File: src/rtl/muldiv_pkg.sv
// Shared constants, command encodings and FSM state type for the HI/LO
// multiply/divide sequencer.
package muldiv_pkg;
    localparam int DATA_WIDTH = 32;
    localparam int CNT_W      = $clog2(DATA_WIDTH);

    localparam logic [2:0] OP_MULT  = 3'b000;
    localparam logic [2:0] OP_MULTU = 3'b001;
    localparam logic [2:0] OP_DIV   = 3'b010;
    localparam logic [2:0] OP_DIVU  = 3'b011;
    localparam logic [2:0] OP_MTHI  = 3'b100;
    localparam logic [2:0] OP_MTLO  = 3'b101;

    typedef enum logic [1:0] {IDLE, CALC, FIX} state_e;

    // MULT/MULTU/DIV/DIVU all have op[2] clear; op[0] clear marks signed.
    function automatic logic is_md(input logic [2:0] op);
        return !op[2];
    endfunction
endpackage

File: src/rtl/muldiv_if.sv
// Decode-stage command bus and HI/LO result/status signals of muldiv_ctrl.
interface muldiv_if #(parameter int DW = muldiv_pkg::DATA_WIDTH);
    logic          start;
    logic [2:0]    op;
    logic [DW-1:0] A;
    logic [DW-1:0] B;
    logic          mf_req;
    logic [DW-1:0] HI_out;
    logic [DW-1:0] LO_out;
    logic          busy;
    logic          stall;
    logic          done;
    logic          div_by_zero;

    modport master (output start, op, A, B, mf_req,
                    input  HI_out, LO_out, busy, stall, done, div_by_zero);
    modport slave  (input  start, op, A, B, mf_req,
                    output HI_out, LO_out, busy, stall, done, div_by_zero);
endinterface

File: src/rtl/muldiv_step.sv
// One iteration of shift-add multiply or restoring divide on a
// {upper, lower} double-width accumulator.
module muldiv_step
    import muldiv_pkg::*;
(
    input  logic [2*DATA_WIDTH-1:0] acc,
    input  logic [DATA_WIDTH-1:0]   operand,
    input  logic                    is_div,
    output logic [2*DATA_WIDTH-1:0] acc_next
);
    localparam int W = DATA_WIDTH;

    logic [W:0] sum;
    logic [W:0] trial;

    always_comb begin
        sum   = {1'b0, acc[2*W-1:W]} + {1'b0, operand};
        // acc[2W-1:W-1] is the remainder after the left shift, one bit wider
        trial = acc[2*W-1:W-1] - {1'b0, operand};
        if (is_div)
            acc_next = trial[W] ? {acc[2*W-2:0], 1'b0}
                                : {trial[W-1:0], acc[W-2:0], 1'b1};
        else
            acc_next = acc[0] ? {sum, acc[W-1:1]} : {1'b0, acc[2*W-1:1]};
    end
endmodule

File: src/rtl/muldiv_ctrl.sv
// Iterative MULT/DIV sequencer owning HI/LO: one bit per cycle in CALC,
// sign fix-up and HI/LO write in FIX, stall toward the core while busy.
module muldiv_ctrl
    import muldiv_pkg::*;
(
    input  logic     CLK,
    input  logic     RST,
    muldiv_if.slave  bus
);
    localparam int W = DATA_WIDTH;

    state_e           state, state_nxt;
    logic [2*W-1:0]   acc, acc_step;
    logic [W-1:0]     opnd, a_raw, hi, lo;
    logic [CNT_W-1:0] cnt;
    logic             op_div, op_sgn, neg_res, neg_rem, bz;
    logic             done_q, dbz_q;
    logic             accept_md, write_mt, busy;
    logic             in_sgn, a_neg, b_neg;
    logic [W-1:0]     a_mag, b_mag;
    logic [2*W-1:0]   prod_fix;
    logic [W-1:0]     quo_fix, rem_fix, hi_fix, lo_fix;

    muldiv_step u_step (
        .acc      (acc),
        .operand  (opnd),
        .is_div   (op_div),
        .acc_next (acc_step)
    );

    always_ff @(posedge CLK) begin
        if (RST) state <= IDLE;
        else     state <= state_nxt;
    end

    always_comb begin
        state_nxt = state;
        case (state)
            IDLE:    if (bus.start && is_md(bus.op)) state_nxt = CALC;
            CALC:    if (cnt == CNT_W'(W-1))        state_nxt = FIX;
            FIX:     state_nxt = IDLE;
            default: state_nxt = IDLE;
        endcase
    end

    always_comb begin
        busy      = (state != IDLE);
        accept_md = (state == IDLE) && bus.start && is_md(bus.op);
        write_mt  = (state == IDLE) && bus.start &&
                    ((bus.op == OP_MTHI) || (bus.op == OP_MTLO));
    end

    always_comb begin
        in_sgn = !bus.op[0];
        a_neg  = in_sgn && bus.A[W-1];
        b_neg  = in_sgn && bus.B[W-1];
        a_mag  = a_neg ? -bus.A : bus.A;
        b_mag  = b_neg ? -bus.B : bus.B;
    end

    // Divide by zero bypasses sign correction: LO all ones, HI = original A.
    always_comb begin
        prod_fix = (op_sgn && neg_res) ? -acc : acc;
        quo_fix  = (op_sgn && neg_res) ? -acc[W-1:0] : acc[W-1:0];
        rem_fix  = (op_sgn && neg_rem) ? -acc[2*W-1:W] : acc[2*W-1:W];
        if (!op_div) begin
            hi_fix = prod_fix[2*W-1:W];
            lo_fix = prod_fix[W-1:0];
        end else if (bz) begin
            hi_fix = a_raw;
            lo_fix = '1;
        end else begin
            hi_fix = rem_fix;
            lo_fix = quo_fix;
        end
    end

    always_ff @(posedge CLK) begin
        if (RST) begin
            acc     <= '0;
            opnd    <= '0;
            a_raw   <= '0;
            cnt     <= '0;
            op_div  <= 1'b0;
            op_sgn  <= 1'b0;
            neg_res <= 1'b0;
            neg_rem <= 1'b0;
            bz      <= 1'b0;
            hi      <= '0;
            lo      <= '0;
            done_q  <= 1'b0;
            dbz_q   <= 1'b0;
        end else begin
            done_q <= 1'b0;
            dbz_q  <= 1'b0;
            if (accept_md) begin
                op_div  <= bus.op[1];
                op_sgn  <= in_sgn;
                neg_res <= a_neg ^ b_neg;
                neg_rem <= a_neg;
                bz      <= (bus.B == '0);
                a_raw   <= bus.A;
                cnt     <= '0;
                acc     <= bus.op[1] ? {{W{1'b0}}, a_mag} : {{W{1'b0}}, b_mag};
                opnd    <= bus.op[1] ? b_mag : a_mag;
            end else if (state == CALC) begin
                acc <= acc_step;
                cnt <= cnt + 1'b1;
            end else if (state == FIX) begin
                hi     <= hi_fix;
                lo     <= lo_fix;
                done_q <= 1'b1;
                dbz_q  <= op_div && bz;
            end
            if (write_mt) begin
                if (bus.op == OP_MTHI) hi <= bus.A;
                else                   lo <= bus.A;
            end
        end
    end

    assign bus.HI_out      = hi;
    assign bus.LO_out      = lo;
    assign bus.busy        = busy;
    assign bus.stall       = busy && (bus.start || bus.mf_req);
    assign bus.done        = done_q;
    assign bus.div_by_zero = dbz_q;
endmodule

File: src/flat_wrapper.sv
// flat-port wrapper written by rule: the top's interface ports become plain ports
module muldiv_ctrl_flat import muldiv_pkg::*;
  (CLK, RST, bus_start, bus_op, bus_A, bus_B, bus_mf_req, bus_HI_out, bus_LO_out, bus_busy, bus_stall, bus_done, bus_div_by_zero);
  muldiv_if bus_i ();
  input  logic CLK;
  input  logic RST;
  input wire logic [$bits(bus_i.start)-1:0] bus_start;
  input wire logic [$bits(bus_i.op)-1:0] bus_op;
  input wire logic [$bits(bus_i.A)-1:0] bus_A;
  input wire logic [$bits(bus_i.B)-1:0] bus_B;
  input wire logic [$bits(bus_i.mf_req)-1:0] bus_mf_req;
  output wire logic [$bits(bus_i.HI_out)-1:0] bus_HI_out;
  output wire logic [$bits(bus_i.LO_out)-1:0] bus_LO_out;
  output wire logic [$bits(bus_i.busy)-1:0] bus_busy;
  output wire logic [$bits(bus_i.stall)-1:0] bus_stall;
  output wire logic [$bits(bus_i.done)-1:0] bus_done;
  output wire logic [$bits(bus_i.div_by_zero)-1:0] bus_div_by_zero;
  assign bus_i.start = bus_start;
  assign bus_i.op = bus_op;
  assign bus_i.A = bus_A;
  assign bus_i.B = bus_B;
  assign bus_i.mf_req = bus_mf_req;
  assign bus_HI_out = bus_i.HI_out;
  assign bus_LO_out = bus_i.LO_out;
  assign bus_busy = bus_i.busy;
  assign bus_stall = bus_i.stall;
  assign bus_done = bus_i.done;
  assign bus_div_by_zero = bus_i.div_by_zero;
  muldiv_ctrl u_core (.CLK(CLK), .RST(RST), .bus(bus_i));
endmodule
File: config.mk
export PLATFORM = sky130hd
export DESIGN_NAME = muldiv_ctrl_flat
export DESIGN_NICKNAME = d
export VERILOG_FILES = /design/src/rtl/muldiv_pkg.sv /design/src/rtl/muldiv_if.sv /design/src/rtl/muldiv_step.sv /design/src/rtl/muldiv_ctrl.sv /design/src/flat_wrapper.sv
export SDC_FILE = /design/constraint.sdc
export NUM_CORES = 1
export LEC_CHECK = 0
export CAP_MARGIN = 10
export CORE_ASPECT_RATIO = 0.6
export CORE_MARGIN = 4
export CORE_UTILIZATION = 35
export CTS_CLUSTER_SIZE = 20
export DETAILED_ROUTE_END_ITERATION = 8
export GPL_ROUTABILITY_DRIVEN = 0
export MAX_ROUTING_LAYER = met4
export SLEW_MARGIN = 20
export SYNTH_ARGS = -nofsm -noshare
export SYNTH_HDL_FRONTEND = slang
export SYNTH_SLANG_ARGS = --single-unit
File: constraint.sdc
create_clock -name CLK -period 3.95 [get_ports CLK]
set_input_delay 0.5925 -clock CLK [delete_from_list [all_inputs] [get_ports CLK]]
set_output_delay 0.5925 -clock CLK [all_outputs]
set_load 0.02 [all_outputs]
==> metrics.yaml, run 1 <==
cp_cell_sequence: "clkdlybuf4s50_1 -> or4_1 -> nor4_1 -> and2_1 -> nand3_1 -> nor3b_1 -> o21a_1 -> a21oi_1 -> o32ai_1"
num_vias: 19262
layout.cells.most_common: "a21oi_1"
hold_slack_ns: 0.439
globalRouteOverflowTotal: 0
crit_end: "u_core.acc[31]"
setup-violations-final: 0
area_growth_pct: 20.4
cp_max_fo: 5
cts_buffers: 24
fmax_mhz: 268
yosysWarnings: 0
drv_cap: 0
rows: 62
grt_pass1_vias: 17510
wl_per_cell_um: 24.6
synthCells: 2321
r2r-start: "u_core.acc[32]"
ys_ff_latch: 206
die_h_um: 178
power.density_nw_per_um2: 350
drtPass1Iterations: 6
hold_class: "input pin to flip-flop"
ys_async_sr_fraction_pct: 0
rsz0062_at_grt: "no"
io_buffer_count: 138
worst_pin_slew_ns: 1.13
wirelength_um: 75900
fin_tns_setup_ns: 0
final_cells: 3091
reg2reg_depth: 14
place_inst: 3045
ys_seq_area_share_pct: 24.4
crit_path_top_delay_cell: "nor4_1"
clk_latency_ns: 0.55
period_share_pct: 94.4
postLayoutCoreUtil_pct: 42.6
cts_setup_buffers: 0
grt_first_pass_wirelength_um: 111000
fin_skew_ns: 0.0308
final_layout_size_suffix_gt1_share_pct: 9.77
worstPathRequired_ns: 4.39
fin_nets: 2574
drc: 0
vias_per_cell: 6.23
track_usage_pct: 28.5
hold_buffers: 0
start_util_pct: 35.4
synth_edf_count: 0
cts_resized: 0
cts_buffer_depth: 3
synthesis.area_um2: 16900
place_hpwl_um: 58000
grt_antenna_before_repair: 3
outcome: "finished clean"
reg2reg_setup_slack_ns: 0.29
max_stage_delay_ns: 0.80
dieArea_um2: 52000
slew_viol_final: 0
cp-start-kind: "input pin"
critPathKind: "input pin to flip-flop"
cp_data_arrival_time_ns: 4.17
power_w: 0.00714
min_period_ns: 3.73
coreArea_um2: 47800
worstSetupEndpointType: "flip-flop"
postRouteAntennaNets: 0
io-pin-count: 139
final_cell_mix: "a21oi_1, nand2_1, dfxtp_1"
hold_violations: 0
synth_nets: 2464
die_x_um: 292
r2r-end: "u_core.acc[63]"
drt_iter0_markers: 2562
root_buffer: "clkbuf_16"
clkSinkCount: 206
synth.avg_cell_area_um2: 7.29
cts_tree: "built"
leakage_nw: 7.71
vdd_drop_max_uv: 273
cts.htree.levels: 1
ys_types: 86
crit_start: "bus_A[9]"
max-slew-margin-rel_pct: 24.2
path_clk_slew_ns: 0.07
grt_max_degree: 136
synth_ff_type: "dfxtp_1"
==> registers in the layout (all words and copies together), names as in the netlist, 2 cells and up <==
name / cells
u_core.state: 2
u_core.a_raw: 32
u_core.acc: 64
u_core.cnt: 5
u_core.opnd: 32
u_core.bus.HI_out: 32
u_core.bus.LO_out: 32
==> metal layers <==
layer / up-vias / track usage, % / part of all wire, %
met5: - / - / 0
met4: 0 / 6.67 / 2.7
met3: 163 / 13.6 / 17
met2: 1334 / 36.8 / 38
met1: 9127 / 39.4 / 43
li1: 8638 / - / -
==> kinds of logic after synthesis <==
logic type | count (synthesis) | share of synthesized area, %
and+or+nand+nor | 725 | 20.0
buffers and inverters | 276 | 6.26
AOI/OAI and AO/OA | 777 | 29.6
xor gates and xnor gates | 194 | 10.0
DFF | 206 | 24.4
adders and majority gates | 72 | 5.42
muxes | 71 | 4.28
==> where the power goes <==
part           leakage [nW]  switching (W)  internal (W)  total, W
clock network         0.409        0.00102       0.00147   0.00249
logic                  5.63        0.00144      0.000887   0.00233
registers              1.68       0.000140       0.00218   0.00232
total                  7.71        0.00260       0.00454   0.00714
==> worst min path at each step <==
stage / end / cells past startpoint / start
2_1_floorplan: u_core.a_raw[13] / 2 / u_core.a_raw[13]
3_3_place_gp: u_core.a_raw[13] / 2 / u_core.a_raw[13]
3_5_place_dp: u_core.a_raw[13] / 2 / u_core.a_raw[13]
4_1_cts: u_core.opnd[10] / 2 / RST
5_1_grt: u_core.opnd[10] / 2 / RST
6_report: u_core.opnd[5] / 2 / RST
==> cell usage after synthesis (all sizes together) (39+ instances only) <==
master    n  area (um2)
clkbuf  173         652
o221ai   39         342
mux2i    60         601
inv      74         278
nor3     78         395
dfxtp   206        4120
nand3    39         195
nand2   261         980
xor2     82         718
nor2    184         703
o21ai   112         561
xnor2   112         981
a211oi   51         383
a21oi   299        1500
ha       70         876
==> critical path: cells and delay by family <==
kind                   cells  cell delay (ns)
AO/OA/AOI/OAI              3             0.56
AND/OR/NAND/NOR            5             2.61
buffers and inverters      1             0.42
==> per-stage QoR <==
stage / setup WS (ns) / instance area, um2
2_1_floorplan: 0.529 / 16900
3_3_place_gp: -0.0776 / 19500
3_5_place_dp: -0.0317 / 19500
4_1_cts: 0.280 / 20400
5_1_grt: 0.0869 / 20400
6_report: 0.220 / 20400
==> layout make-up <==
class | count | area, um2
clock buffer | 30 | 674
fill | 4876 | 27400
tap | 640 | 801
clock inverter | 12 | 171
multi-input combinational | 1839 | 11800
inverter | 74 | 278
sequential | 206 | 4130
timing repair buffer | 286 | 2530
antenna | 4 | 10.0
Note: power is estimated with default switching activity, not from simulation.
==> inputs of run 2 (changes only) <==
- CTS_CLUSTER_DIAMETER: not set -> 60
- SKIP_LAST_GASP: not set -> 1
- SLEW_MARGIN: 20 -> 30
==> metrics.yaml, run 2 (synthesized netlist as in run 1, its figures left out) <==
hold_class: "input pin to flip-flop"
outcome: "finished clean"
layout.cells.most_common: "a21oi_1"
critPathKind: "flip-flop to flip-flop"
cts_buffers: 21
hold_violations: 0
postLayoutCoreUtil_pct: 42.5
clkSinkCount: 206
r2r-start: "u_core.acc[32]"
r2r-end: "u_core.acc[63]"
grt_first_pass_wirelength_um: 112000
period_share_pct: 95.4
setup_ws_ns: 0.182
final_cells: 3083
reg2reg_depth: 14
drt_iter0_markers: 2669
fin_nets: 2571
vias_per_cell: 6.25
grt_max_degree: 136
cts.htree.levels: 1
crit_path_top_delay_cell: "a211oi_1"
min_period_ns: 3.77
path_clk_slew_ns: 0.09
cp_max_fo: 5
worstSetupEndpointType: "flip-flop"
io-pin-count: 139
cts_tree: "built"
hold_slack_ns: 0.407
setup-violations-final: 0
cp_cell_sequence: "buf_4 -> ha_1 -> inv_1 -> fa_1 -> nand2b_1 -> a21oi_1 -> o21ai_0 -> a211oi_1 -> buf_4 -> o31ai_1 -> o2bb2ai_1 -> o311ai_0 -> nand2_1 -> a2111oi_0"
grt_antenna_before_repair: 3
io_buffer_count: 138
fin_skew_ns: 0.0393
rsz0062_at_grt: "no"
place_inst: 3045
reg2reg_setup_slack_ns: 0.18
fmax_mhz: 265
critPathTopFamily: "compound AO/OA/AOI/OAI gates"
die_h_um: 178
path_buf_inv: 3
cp-start-kind: "flip-flop"
crit_end: "u_core.acc[63]"
drtPass1Iterations: 6
wl_per_cell_um: 24.7
cts_resized: 0
root_buffer: "clkbuf_16"
track_usage_pct: 28.6
num_vias: 19270
worstPathRequired_ns: 4.36
crit_start: "u_core.acc[32]"
max_stage_delay_ns: 0.45
clk_latency_ns: 0.57
worst_pin_slew_ns: 0.998
vdd_drop_max_uv: 276
min_path_cells: 2
largest_register_ffs: 64
postRouteAntennaNets: 0
rows: 62
drc: 0
grt_pass1_vias: 17555
cts_setup_buffers: 0
max-slew-margin-rel_pct: 33.0
globalRouteOverflowTotal: 0
wirelength_um: 76200
path_depth: 14
die_x_um: 292
leakage_nw: 7.68
final_cell_mix: "a21oi_1, nand2_1, dfxtp_1"
crit_top_cell: "buf_4"
final_layout_size_suffix_gt1_share_pct: 9.70
hold_buffers: 0
drv_cap: 0
place_ws_ns: -0.0256
power.density_nw_per_um2: 346
place_hpwl_um: 58000
area_growth_pct: 20.0
regMostFlops: "u_core.acc"
slew_viol_final: 0
coreArea_um2: 47800
cp_data_arrival_time_ns: 4.18
start_util_pct: 35.4
cts_buffer_depth: 3
dieArea_um2: 52000
num_antenna_cells: 0
fill_cells: 4891
-- run 2: cell count changes in the layout (fill, tap and decap cells not counted), sizes merged --
cell and delta:
clkbuf -9, inv +9, diode -4, bufinv -2, clkinvlp -2
-- run 2: final cells by class --
cell class,count,area [um2],area share [%]
repair buffers,286,2530,12.5
clock inverters,17,251,1.24
inverters,74,278,1.37
well taps,640,801,3.95
multi-input cells,1839,11800,58.0
clock buffers,21,526,2.59
flip-flops and latches,206,4130,20.3
-- run 2: worst min-delay path by stage --
stage,to,slack [ns],startpoint
2_1_floorplan,u_core.a_raw[13],0.43,u_core.a_raw[13]
3_3_place_gp,u_core.a_raw[13],0.44,u_core.a_raw[13]
3_5_place_dp,u_core.a_raw[13],0.44,u_core.a_raw[13]
4_1_cts,u_core.opnd[1],0.40,RST
5_1_grt,u_core.opnd[10],0.43,RST
6_report,u_core.opnd[1],0.41,RST
-- run 2: routing by layer --
| layer | vias to the layer above | part of all wire (%) | track usage, % |
|---|---|---|---|
| met1 | 9235 | 43 | 40.2 |
| met5 | - | 0 | - |
| met4 | 0 | 2.9 | 7.19 |
| li1 | 8649 | - | - |
| met3 | 164 | 16 | 12.4 |
| met2 | 1222 | 38 | 36.7 |
-- run 2: power by group --
| group | internal (W) | switching [W] | leakage [nW] | total (W) |
|---|---|---|---|---|
| registers | 0.00218 | 0.000141 | 1.68 | 0.00232 |
| logic | 0.000887 | 0.00144 | 5.63 | 0.00233 |
| clock network | 0.00120 | 0.00117 | 0.378 | 0.00237 |
| total | 0.00426 | 0.00276 | 7.68 | 0.00702 |
-- run 2: stage by stage --
stage | TNS, ns | instance area (um2) | total power [W]
final | 0 | 20300 | 0.00702
after global routing | 0 | 20300 | 0.00726
after CTS | 0 | 20300 | 0.00693
after detailed placement | -0.0256 | 19500 | 0.00459
after global placement | -0.130 | 19500 | 0.00456
after floorplan | 0 | 16900 | 0.00374
